### src/rtl/obstacle_pool.sv
// Multi-slot obstacle engine for Dino Run: spawns, scrolls, retires and renders up to NumSlots obstacles.
// Optional feature macro OBSTACLE_BIRD_EN enables bird spawns and the wing-flap animation.
module obstacle_pool #(
   parameter int NumSlots    = 4,
   parameter int ScreenWidth = 640,
   parameter int GroundY     = 400,
   parameter int MinGap      = 160
) (
   input  logic                clk_i,
   input  logic                rst_i,
   input  logic                next_frame_i,
   input  logic                spawn_i,
   input  logic [7:0]          rand_i,
   input  logic [3:0]          speed_i,
   input  logic [9:0]          pixel_x_i,
   input  logic [9:0]          pixel_y_i,
   output logic                pixel_o,
   output logic [NumSlots-1:0] active_o,
   output logic                spawned_o,
   output logic                dropped_o,
   output logic                passed_o
);

   localparam int          IdxW     = (NumSlots > 1) ? $clog2(NumSlots) : 1;
   localparam logic [10:0] SpawnX   = 11'(ScreenWidth);
   localparam logic [10:0] GapLimit = 11'(ScreenWidth - MinGap);
   localparam logic [10:0] Ground   = 11'(GroundY);

   logic [NumSlots-1:0] active_q;
   logic [10:0]         x_q    [NumSlots];
   logic [1:0]          kind_q [NumSlots];
   logic [1:0]          h_q    [NumSlots];

   logic                spawned_q, dropped_q, passed_q, pixel_q;
   logic [10:0]         speed_x;
   logic [NumSlots-1:0] retire;
   logic                free_any, gap_ok, spawn_ok;
   logic [IdxW-1:0]     free_idx;
   logic [1:0]          spawn_kind;
   logic                unused_rand;

   assign speed_x     = {7'd0, speed_i};
   assign unused_rand = ^rand_i[7:4];

   // Scan downwards so the lowest-index free slot is the one left in free_idx.
   always_comb begin
      free_any = 1'b0;
      gap_ok   = 1'b1;
      free_idx = '0;
      retire   = '0;
      for (int i = NumSlots - 1; i >= 0; i--) begin
         if (!active_q[i]) begin
            free_any = 1'b1;
            free_idx = IdxW'(i);
         end
         if (active_q[i] && (x_q[i] > GapLimit)) gap_ok = 1'b0;
         retire[i] = active_q[i] && (x_q[i] < speed_x);
      end
   end

   assign spawn_ok = spawn_i && free_any && gap_ok;

`ifdef OBSTACLE_BIRD_EN
   logic [2:0] frame_cnt_q;
   logic       flap_q;

   always_ff @(posedge clk_i) begin
      if (rst_i) begin
         frame_cnt_q <= 3'd0;
         flap_q      <= 1'b0;
      end else if (next_frame_i) begin
         frame_cnt_q <= frame_cnt_q + 3'd1;
         if (frame_cnt_q == 3'd7) flap_q <= ~flap_q;
      end
   end

   assign spawn_kind = rand_i[1:0];
`else
   assign spawn_kind = (rand_i[1:0] == 2'd3) ? 2'd0 : rand_i[1:0];
`endif

   // Free slots are picked from pre-update state, so a slot retired this frame is never reloaded now.
   always_ff @(posedge clk_i) begin
      if (rst_i) begin
         active_q  <= '0;
         spawned_q <= 1'b0;
         dropped_q <= 1'b0;
         passed_q  <= 1'b0;
         for (int i = 0; i < NumSlots; i++) begin
            x_q[i]    <= 11'd0;
            kind_q[i] <= 2'd0;
            h_q[i]    <= 2'd0;
         end
      end else begin
         spawned_q <= 1'b0;
         dropped_q <= 1'b0;
         passed_q  <= 1'b0;
         if (next_frame_i) begin
            passed_q <= |retire;
            for (int i = 0; i < NumSlots; i++) begin
               if (retire[i]) active_q[i] <= 1'b0;
               else if (active_q[i]) x_q[i] <= x_q[i] - speed_x;
            end
            if (spawn_ok) begin
               active_q[free_idx] <= 1'b1;
               x_q[free_idx]      <= SpawnX;
               kind_q[free_idx]   <= spawn_kind;
               h_q[free_idx]      <= rand_i[3:2];
               spawned_q          <= 1'b1;
            end else if (spawn_i) begin
               dropped_q <= 1'b1;
            end
         end
      end
   end

   logic [10:0] px, py, w_c, hgt_c, bot_c, top_c;
   logic        hit;

   assign px = {1'b0, pixel_x_i};
   assign py = {1'b0, pixel_y_i};

   always_comb begin
      hit   = 1'b0;
      w_c   = 11'd0;
      hgt_c = 11'd0;
      bot_c = Ground;
      top_c = Ground;
      for (int i = 0; i < NumSlots; i++) begin
         bot_c = Ground;
         case (kind_q[i])
            2'd0:    begin w_c = 11'd16; hgt_c = 11'd32; end
            2'd1:    begin w_c = 11'd24; hgt_c = 11'd48; end
            2'd2:    begin w_c = 11'd40; hgt_c = 11'd32; end
            default: begin
               w_c   = 11'd32;
               hgt_c = 11'd16;
               case (h_q[i])
                  2'd0:    bot_c = Ground;
                  2'd1:    bot_c = Ground - 11'd24;
                  default: bot_c = Ground - 11'd48;
               endcase
            end
         endcase
`ifdef OBSTACLE_BIRD_EN
         // Wings-down frame: the top four sprite rows are blank.
         if ((kind_q[i] == 2'd3) && flap_q) hgt_c = 11'd12;
`endif
         top_c = bot_c - hgt_c;
         if (active_q[i] && (px >= x_q[i]) && (px < x_q[i] + w_c) &&
             (py >= top_c) && (py < bot_c)) hit = 1'b1;
      end
   end

   always_ff @(posedge clk_i) begin
      if (rst_i) pixel_q <= 1'b0;
      else       pixel_q <= hit;
   end

   assign pixel_o   = pixel_q;
   assign active_o  = active_q;
   assign spawned_o = spawned_q;
   assign dropped_o = dropped_q;
   assign passed_o  = passed_q;

endmodule

### config.mk
export PLATFORM = sky130hd
export DESIGN_NAME = obstacle_pool
export DESIGN_NICKNAME = d
export VERILOG_FILES = /design/src/rtl/obstacle_pool.sv
export SDC_FILE = /design/constraint.sdc
export NUM_CORES = 1
export LEC_CHECK = 0
export BUFFER_PORTS_ARGS = -buffer_cell sky130_fd_sc_hd__buf_2
export CELL_PAD_IN_SITES_DETAIL_PLACEMENT = 1
export CELL_PAD_IN_SITES_GLOBAL_PLACEMENT = 2
export CORE_MARGIN = 4
export CORE_UTILIZATION = 39
export CTS_CLUSTER_SIZE = 10
export DETAILED_ROUTE_END_ITERATION = 16
export HOLD_SLACK_MARGIN = 0.03
export PLACE_DENSITY_LB_ADDON = 0.1
export SLEW_MARGIN = 20
export SYNTH_ARGS = -nofsm -noshare
export SYNTH_HDL_FRONTEND = slang
export SYNTH_SLANG_ARGS = --single-unit
export TNS_END_PERCENT = 5
### constraint.sdc
create_clock -name clk_i -period 4.45 [get_ports clk_i]
set_clock_uncertainty 0.1 [all_clocks]
set_input_delay 0.445 -clock clk_i [delete_from_list [all_inputs] [get_ports clk_i]]
set_output_delay 0.445 -clock clk_i [all_outputs]
set_load 0.01 [all_outputs]
# Word level (Yosys, flattened, before mapping)
# Memory sizes are Yosys's and may differ from the RTL's.
# Index checks and enable logic that the tools add are counted.
[totals]
n_memories = 3
input_bits = 36
wordCells = 198
reg_bits = 8
output_inout_bits = 8
mem_bits_rw = 60
[mem_list]
columns = ["memory", "depth", "width", "rd", "rd_ports_with_merged_regs", "write_ports", "line_no", "source"]
rows = [
  ["x_q", 4, 11, 4, 0, 5, "30", "logic [10:0] x_q [NumSlots];"],
  ["h_q", 4, 2, 4, 0, 4, "32", "logic [1:0] h_q [NumSlots];"],
  ["kind_q", 4, 2, 4, 0, 4, "31", "logic [1:0] kind_q [NumSlots];"],
]
[op_classes]
n_eq_ne = 13
addsub = 12
n_reduce_logical = 48
magnitude_cmp = 26
n_bitwise = 6
mux = 85
[op_table]
columns = ["op", "count"]
rows = [
  ["greater-or-equal comparator 10 x 11 -> 1 bit", 8],
  ["< comparator 10 x 11 -> 1 bit", 8],
  ["one-hot mux 6 bit (3 select lines)", 4],
  ["one-hot mux 8 bit (2 select lines)", 4],
  ["two-way mux 1 bit", 54],
  ["one-hot mux 6 bit (2 select lines)", 4],
  ["adder 11 bit", 4],
  ["greater-than comparator 11 x 9 -> 1 bit, second input constant", 4],
  ["< comparator 11 x 4 -> 1 bit", 4],
  ["two-way mux 11 bit", 4],
  ["subtractor 11 bit", 4],
  ["subtractor 11 x 4 -> 11 bit", 4],
  ["two-way mux 8 bit", 4],
  ["logical AND 1 bit", 27],
  ["two-way mux 2 bit", 9],
  ["== test 2 x 1 -> 1 bit, second input constant", 8],
  ["zero test 2 bit", 8],
  ["OR reduction 3 bit", 5],
  ["OR reduction 2 bit", 7],
  ["== test 2 bit, second input constant", 5],
  ["two-way mux 4 bit", 1],
  ["OR 1 bit", 4],
  ["OR 4 bit", 1],
  ["OR reduction 4 bit", 1],
  ["other kinds (4)", 4],
]

# Depth between registers and ports, before layout
# Gate-level depths: netlist (run 1).
# An unclocked memory read counts as a cell.
[depth]
depth_word = 14
ltp_mapped = 16
depth_no_buf = 16

# Worst setup path after synthesis (run 1)
# No wires, ideal clock.
[synth_path]
path_type = "register to register"
startpoint = "memory kind_q[3][0]"
endpoint = "register pixel_q (netlist: pixel_o)"
t_arrival_ns = 3.050
path_stages_with_launch = 13
required_ns = 4.286
slack_ns = 1.235
period_less_slack_ns = 3.215
setup_time_ns = 0.064
path_cell_list = "edfxtp_1 ha_1 or2_2 ha_1 a21oi_1 nor3_1 xnor2_1 ha_1 or4_1 a2111oi_0 o31a_1 nand4_1 nand4_1"
[synth_lines]
columns = ["item", "line_no", "source"]
rows = [
  ["from (decl)", "31", ""],
  ["to (signal assigned)", "157", "else pixel_q <= hit;"],
  ["to (decl)", "34", "logic spawned_q, dropped_q, passed_q, pixel_q;"],
]

==> results of run 1 <==
## report_power, final
part	switching (mW)	internal [mW]	total, mW	leakage [nW]
combinational	0.243	0.157	0.400	2.87
sequential	0.0201	0.647	0.668	0.586
clock	0.290	0.524	0.813	0.162
## cells by family after synthesis
| family | after synthesis | share of synthesized area [%] |
|---|---|---|
| other | 1 | 0.0498 |
| and+or+nand+nor | 263 | 19.3 |
| DFF | 68 | 20.2 |
| muxes | 6 | 0.798 |
| AOI/OAI and AO/OA | 205 | 18.7 |
| xor gates and xnor gates | 47 | 5.47 |
| buffers and inverters | 108 | 6.30 |
| adders and majority gates | 170 | 29.1 |
## worst max path at each step
stage | startpoint | to | slack, ns
after detailed placement | kind_q[3][0] | pixel_o | 0.69
after global routing | kind_q[3][1] | pixel_o | 0.37
after floorplan | kind_q[3][0] | pixel_o | 1.24
after CTS | kind_q[3][0] | pixel_o | 0.66
after global placement | kind_q[3][0] | pixel_o | 0.82
final | kind_q[3][0] | pixel_o | 0.62
## final cells by class
class / instances / area, um^2 / area share, %
multi-input cells: 695 / 5540 / 67.2
flip-flops and latches: 68 / 1520 / 18.4
inverters: 89 / 334 / 4.05
well taps: 260 / 325 / 3.94
clock buffers: 12 / 258 / 3.13
repair buffers: 39 / 195 / 2.37
clock inverters: 4 / 70.1 / 0.850
## placed cells by master, fill, tap and decap left out, types with 13 or more instances in the layout
cell type	netlist	routed
ha_1	162	162
inv_1	88	88
nor2_1	74	74
a21oi_1	64	64
dfxtp_1	52	52
buf_2	6	39
o21ai_0	38	38
xnor2_1	38	38
nand2_1	31	31
nor3_1	19	19
nor2b_1	17	17
nand3_1	16	16
edfxtp_1	16	16
nand4_1	13	13
## layer usage
| layer | up-vias | GRT usage (%) | part of all wire, % | wire length, um |
|---|---|---|---|---|
| li1 | 3220 | - | - | - |
| met5 | - | 0 | 0 | 0 |
| met3 | 29 | 2.68 | 3.0 | 694 |
| met2 | 91 | 38.2 | 48 | 11300 |
| met1 | 3235 | 28.4 | 47 | 11000 |
| met4 | 0 | 6.80 | 2.0 | 480 |
## worst max-delay path: cells and delay by family (launching register included)
kind,cells,cell delay [ns]
XOR/XNOR,1,0.14
AO/OA/AOI/OAI,4,1.14
flip-flops,1,0.45
adder cells (fa/ha/maj),3,0.80
AND/OR/NAND/NOR,5,1.14
## flip-flops by register name, summed over array words and instances (netlist names)
register   flops
active_o       4
dropped_o      1
h_q            8
kind_q         8
passed_o       1
pixel_o        1
spawned_o      1
x_q           44
==> out/metrics.csv, run 1 <==
metric;value;unit
status;finished clean;
clock-pin slew on the worst setup and hold paths;0.06;ns
CTS sink cnt;68;
f_max;261;MHz
slowest CP cell;or4_1;
IO Port Bufs;39;
Hold Buf Count CTS;0;
drt first-iter violations;318;
worst hold path endpoint;dropped_o;
root buf cell;clkbuf_16;
initial core utilization;40.0;%
GPL Wtd Cong;0.862;
Arr. time, crit path;4.00;ns
fraction of layout cells with a size suffix above 1;10.1;%
worst slack, placed;0.689;ns
Fin. Hold Viols;0;
per-cell routed wire length;20.1;um
clock buffer depth;2;
Hold Path Cell Cnt;3;
Core Area;18800;um^2
Max-cap violations;0;
max-slew violations;0;
dpl cells;1151;
Overall Power;1.88;mW
first-pass GRT wire length;37.5;mm
vias per cell;5.63;
Post-Syn Area;7520;um^2
number of cell rows;50;
Final Setup Violations;0;
Finished Cell Area;8250;um^2
RSZ-0062 raised after global routing;no;
grt ovf;0;
maximum VDD drop;0.170;mV
GR Util All Layers;22.0;%
critical path launch point type;flip-flop;
Final Non-Filler Cells;1167;
cell taking the most area after synthesis;ha_1;
die height;147;um
Yosys top cell area share;26.9;%
Post-synth EDFFs;16;
Hold Crit Start;spawn_i;
vias in the first global route;7055;
die area;21600;um^2
Syn Inst Count;868;
Syn-to-layout area delta;9.61;%
Worst Path Required;4.63;ns
Hold WS;0.279;ns
Tmin final;3.83;ns
YS warnings;0;
Final ANT Viol Nets;0;
cell with the most instances after synthesis;ha_1;
worst skew pair latency;0.34;ns
Resize count post-CTS;0;
main flop type after synthesis;dfxtp_1;
slew margin rel.;52.1;%
# DRC;0;
Die X;147;um
drt pass-1 iters;4;
Reg-to-Reg End;pixel_o;
CP Class;reg -> reg;
# IOs;44;
# Post-CTS Setup Buffers;0;
CP most frequent cell;ha_1;
Finished Core Util;43.8;%
top cells by count, synth;ha_1, inv_1, nor2_1, a21oi_1, dfxtp_1;
R2R depth;13;
crit-path max FO;7;
total CTS buffers;9;
initial antenna violation count;0;
max incr delay on CP;0.51;ns
Final period util;86.0;%
post-DP HPWL;18.6;mm
Worst-Margin Slew;0.713;ns
Synth cell types;80;
nature of the critical path endpoint;flip-flop;
CP Cell Sequence;ha_1 > nor2_1 > ha_1 > a21o_1 > a21oi_1 > nor3_1 > xnor2_1 > ha_1 > or4_1 > a2111oi_0 > o31a_1 > nand4_1 > nand4_1;
H-tree depth;3;
ranking of synthesized cells by area;ha_1, dfxtp_1, edfxtp_1, xnor2_1, inv_1;
Via Count;6575;
Reg2Reg Setup Slack;0.62;ns
Async S/R FF share, synth;0;%
leak pwr;3.62;nW
final worst setup slack;0.623;ns
placed cell areas;7920;um^2
# diodes;0;
WL final;23.4;mm
synthesized flop and latch total;68;
Layout fillers;2236;
pin count of the biggest net entering global routing;18;
Seq/Total Area, Yosys;20.2;%
syn avg cell area;8.67;um^2
TritonCTS clock tree;done;
PwrDens;228;nW/um^2
Nets;1108;
r2r startpoint;kind_q[3][0];
setup TNS;0;ns
kind of path behind the tightest hold check;in -> reg;
Note: power is estimated with default switching activity, not from simulation.
==> inputs of run 2 (changes only) <==
--- a/config.mk
+++ b/config.mk
@@ -9,7 +9,7 @@
 export CELL_PAD_IN_SITES_DETAIL_PLACEMENT = 1
 export CELL_PAD_IN_SITES_GLOBAL_PLACEMENT = 2
 export CORE_MARGIN = 4
-export CORE_UTILIZATION = 39
+export CORE_UTILIZATION = 35
 export CTS_CLUSTER_SIZE = 10
 export DETAILED_ROUTE_END_ITERATION = 16
 export HOLD_SLACK_MARGIN = 0.03
==> constraint.sdc (replaced) <==
create_clock -name clk_i -period 3.42 [get_ports clk_i]
set_clock_uncertainty 0.1 [all_clocks]
set_input_delay 0.342 -clock clk_i [delete_from_list [all_inputs] [get_ports clk_i]]
set_output_delay 0.342 -clock clk_i [all_outputs]
set_load 0.01 [all_outputs]
==> run 2 against run 1 <==
Net effect: non-clock buffer count up 37; critical endpoint unchanged; via count rose by 2.3%; critical path type unchanged; sequential power up 30%; critical path depth is 1 higher; setup slack got worse by 0.47 ns; flip-flop and latch count did not move; cell area up 6.3%.
==> out/metrics.csv, run 2 (synthesized netlist as in run 1, its figures left out) <==
metric;value;unit;change
status;finished clean;;
share of power burned in registers;35.7;%;+0.2 points
met2 Use GR;34.2;%;-4.0 points
worst slack, placed;-0.0939;ns;-0.782 ns
number of cell rows;53;;+6.0%
max reg flops;44;;unchanged
Arr. time, crit path;3.45;ns;-0.55 ns
drt first-iter violations;294;;-7.5%
top flop regs;x_q (44), h_q (8), kind_q (8);;
initial core utilization;35.7;%;-4.3 points
met1 usage;28.6;%;+0.14 points
Net Sw Power;756;uW;+37%
kind of path behind the tightest hold check;in -> reg;;
max-slew violations;0;;unchanged
Finished Cell Area;8770;um^2;+6.3%
# IOs;44;;unchanged
most frequent cells in the layout;ha_1, inv_1, nor2_1, a21oi_1, dfxtp_1;;
Final Setup Violations;0;;unchanged
PwrDens;278;nW/um^2;+22%
Syn-to-layout area delta;16.5;%;
first-pass GRT wire length;39.1;mm;+4.2%
met3 Track Usage GR;1.90;%;-0.78 points
nature of the critical path endpoint;flip-flop;;
vias per cell;5.52;;-2.1%
worst hold path endpoint;dropped_o;;
per-cell routed wire length;20.0;um;-0.23%
f_max;306;MHz;+17%
leak pwr;3.78;nW;+4.5%
maximum VDD drop;0.233;mV;+37%
clock power share;40.9;%;-2.3 points
P_int;1.68;mW;+26%
GR Util All Layers;20.7;%;-1.2 points
Worst Path Required;3.61;ns;-1.02 ns
Overall Power;2.43;mW;+29%
Core Area;21100;um^2;+12%
Die X;155;um;+5.3%
# DRC;0;;unchanged
post-DP HPWL;19.7;mm;+5.9%
final worst setup slack;0.153;ns;-0.470 ns
worst skew pair latency;0.35;ns;about the same
TritonCTS clock tree;done;;
grt ovf;0;;unchanged
crit-path max FO;4;;-3
Hold Crit Start;spawn_i;;
root buf cell;clkbuf_16;;
combinational power share;23.4;%;+2.1 points
die area;23900;um^2;+11%
placed cell areas;8130;um^2;+2.7%
critical path launch point type;flip-flop;;
# diodes;0;;unchanged
Finished Core Util;41.6;%;-2.2 points
Largest Register;x_q;;
Fin. Hold Viols;0;;unchanged
most common cell after layout, fill and taps aside;ha_1;;
pin count of the biggest net entering global routing;18;;unchanged
fraction of layout cells with a size suffix above 1;18.8;%;+8.6 points
Nets;1145;;+3.3%
Final period util;95.5;%;+9.5 points
H-tree depth;3;;unchanged
drt pass-1 iters;4;;unchanged
most used routing layer;met2;;
Max-cap violations;0;;unchanged
CP Class;reg -> reg;;
total CTS buffers;9;;unchanged
Reg-to-Reg End;pixel_o;;
Hold Path Cell Cnt;3;;unchanged
clock buffer depth;2;;unchanged
slew margin rel.;38.9;%;-13 points
R2R depth;14;;+1
vias in the first global route;7176;;+1.7%
GPL Wtd Cong;0.858;;-0.49%
CTS sink cnt;68;;unchanged
r2r startpoint;kind_q[0][1];;
WL final;24.4;mm;+4.2%
IO Port Bufs;39;;unchanged
Worst-Margin Slew;0.909;ns;+0.196 ns
die height;155;um;+5.3%
Layout fillers;2466;;+10%
Sw Share;31.0;%;+1.6 points
Via Count;6725;;+2.3%
initial antenna violation count;0;;unchanged
Reg2Reg Setup Slack;0.15;ns;-0.47 ns
clock-pin slew on the worst setup and hold paths;0.06;ns;about the same
Final ANT Viol Nets;0;;unchanged
Tmin final;3.27;ns;-0.560 ns
[run 2: cell count changes in the layout (fill, tap and decap cells not counted), moves of 5 or more]
cell / previous run / this run
a21oi_2: 1 / 9
ha_4: 0 / 5
buf_4: 0 / 37
nor2_1: 74 / 68
a21oi_1: 64 / 54
ha_1: 162 / 146
nor2_2: 1 / 6
ha_2: 0 / 11
[run 2: what timing repair did]
| action | CTS | global route |
|---|---|---|
| gates cloned | 0 | 0 |
| setup buffers | 1 | 10 |
| hold buffers | 0 | 0 |
| resized for setup | 17 | 46 |
| pin swaps | 3 | 24 |
| setup endpoints to repair | 1 | 1 |
[run 2: area by class of cell]
| type | instances | area [um^2] | area share [%] |
|---|---|---|---|
| Inverter | 89 | 334 | 3.81 |
| Multi-Input combinational cell | 695 | 5790 | 66.0 |
| Timing Repair Buffer | 76 | 473 | 5.39 |
| Clock inverter | 2 | 11.3 | 0.128 |
| Clock buffer | 14 | 297 | 3.38 |
| Sequential cell | 68 | 1520 | 17.4 |
| Tap cell | 275 | 344 | 3.92 |
[run 2: how the worst max path moves through the flow]
stage | startpoint | endpoint | depth (start not counted)
after floorplan | kind_q[3][0] | pixel_o | 12
after global placement | kind_q[2][0] | pixel_o | 13
after detailed placement | kind_q[2][0] | pixel_o | 13
after CTS | kind_q[3][0] | pixel_o | 13
after global routing | kind_q[1][0] | pixel_o | 14
final | kind_q[0][1] | pixel_o | 14
[run 2: power by group through the flow]
stage,sequential [mW],combinational (mW),clock [mW]
floorplan,0.875,0.346,0
global placement,0.884,0.500,0
detailed placement,0.886,0.534,0
CTS,0.868,0.546,1.03
global route,0.872,0.654,1.04
finish,0.869,0.570,0.994
[run 2: through the flow]
step	hold WS, ns	TNS, ns	std cells
6_report	0.163	0	1219
3_5_place_dp	0.417	-0.0939	1192
5_1_grt	0.192	-0.0154	1219
4_1_cts	0.153	0	1209
2_1_floorplan	0.358	0	871
3_3_place_gp	0.399	-0.000309	1192
[run 2: critical path: stages, from the launching register on]
cell	delay [ns]
edfxtp_1	0.45
inv_2	0.10
ha_1	0.24
ha_2	0.21
fa_2	0.39
a21oi_4	0.18
nor2_1	0.07
xnor2_1	0.18
ha_2	0.30
o21ai_1	0.12
nand2b_1	0.08
a21oi_2	0.15
nor3_2	0.05
or4_4	0.49
nand4_1	0.10
[run 2: metal layers]
| metal | vias up | part of all wire (%) |
|---|---|---|
| li1 | 3306 | - |
| met1 | 3289 | 48 |
| met2 | 94 | 46 |
| met3 | 36 | 3.3 |
| met4 | 0 | 2.4 |
| met5 | - | 0 |
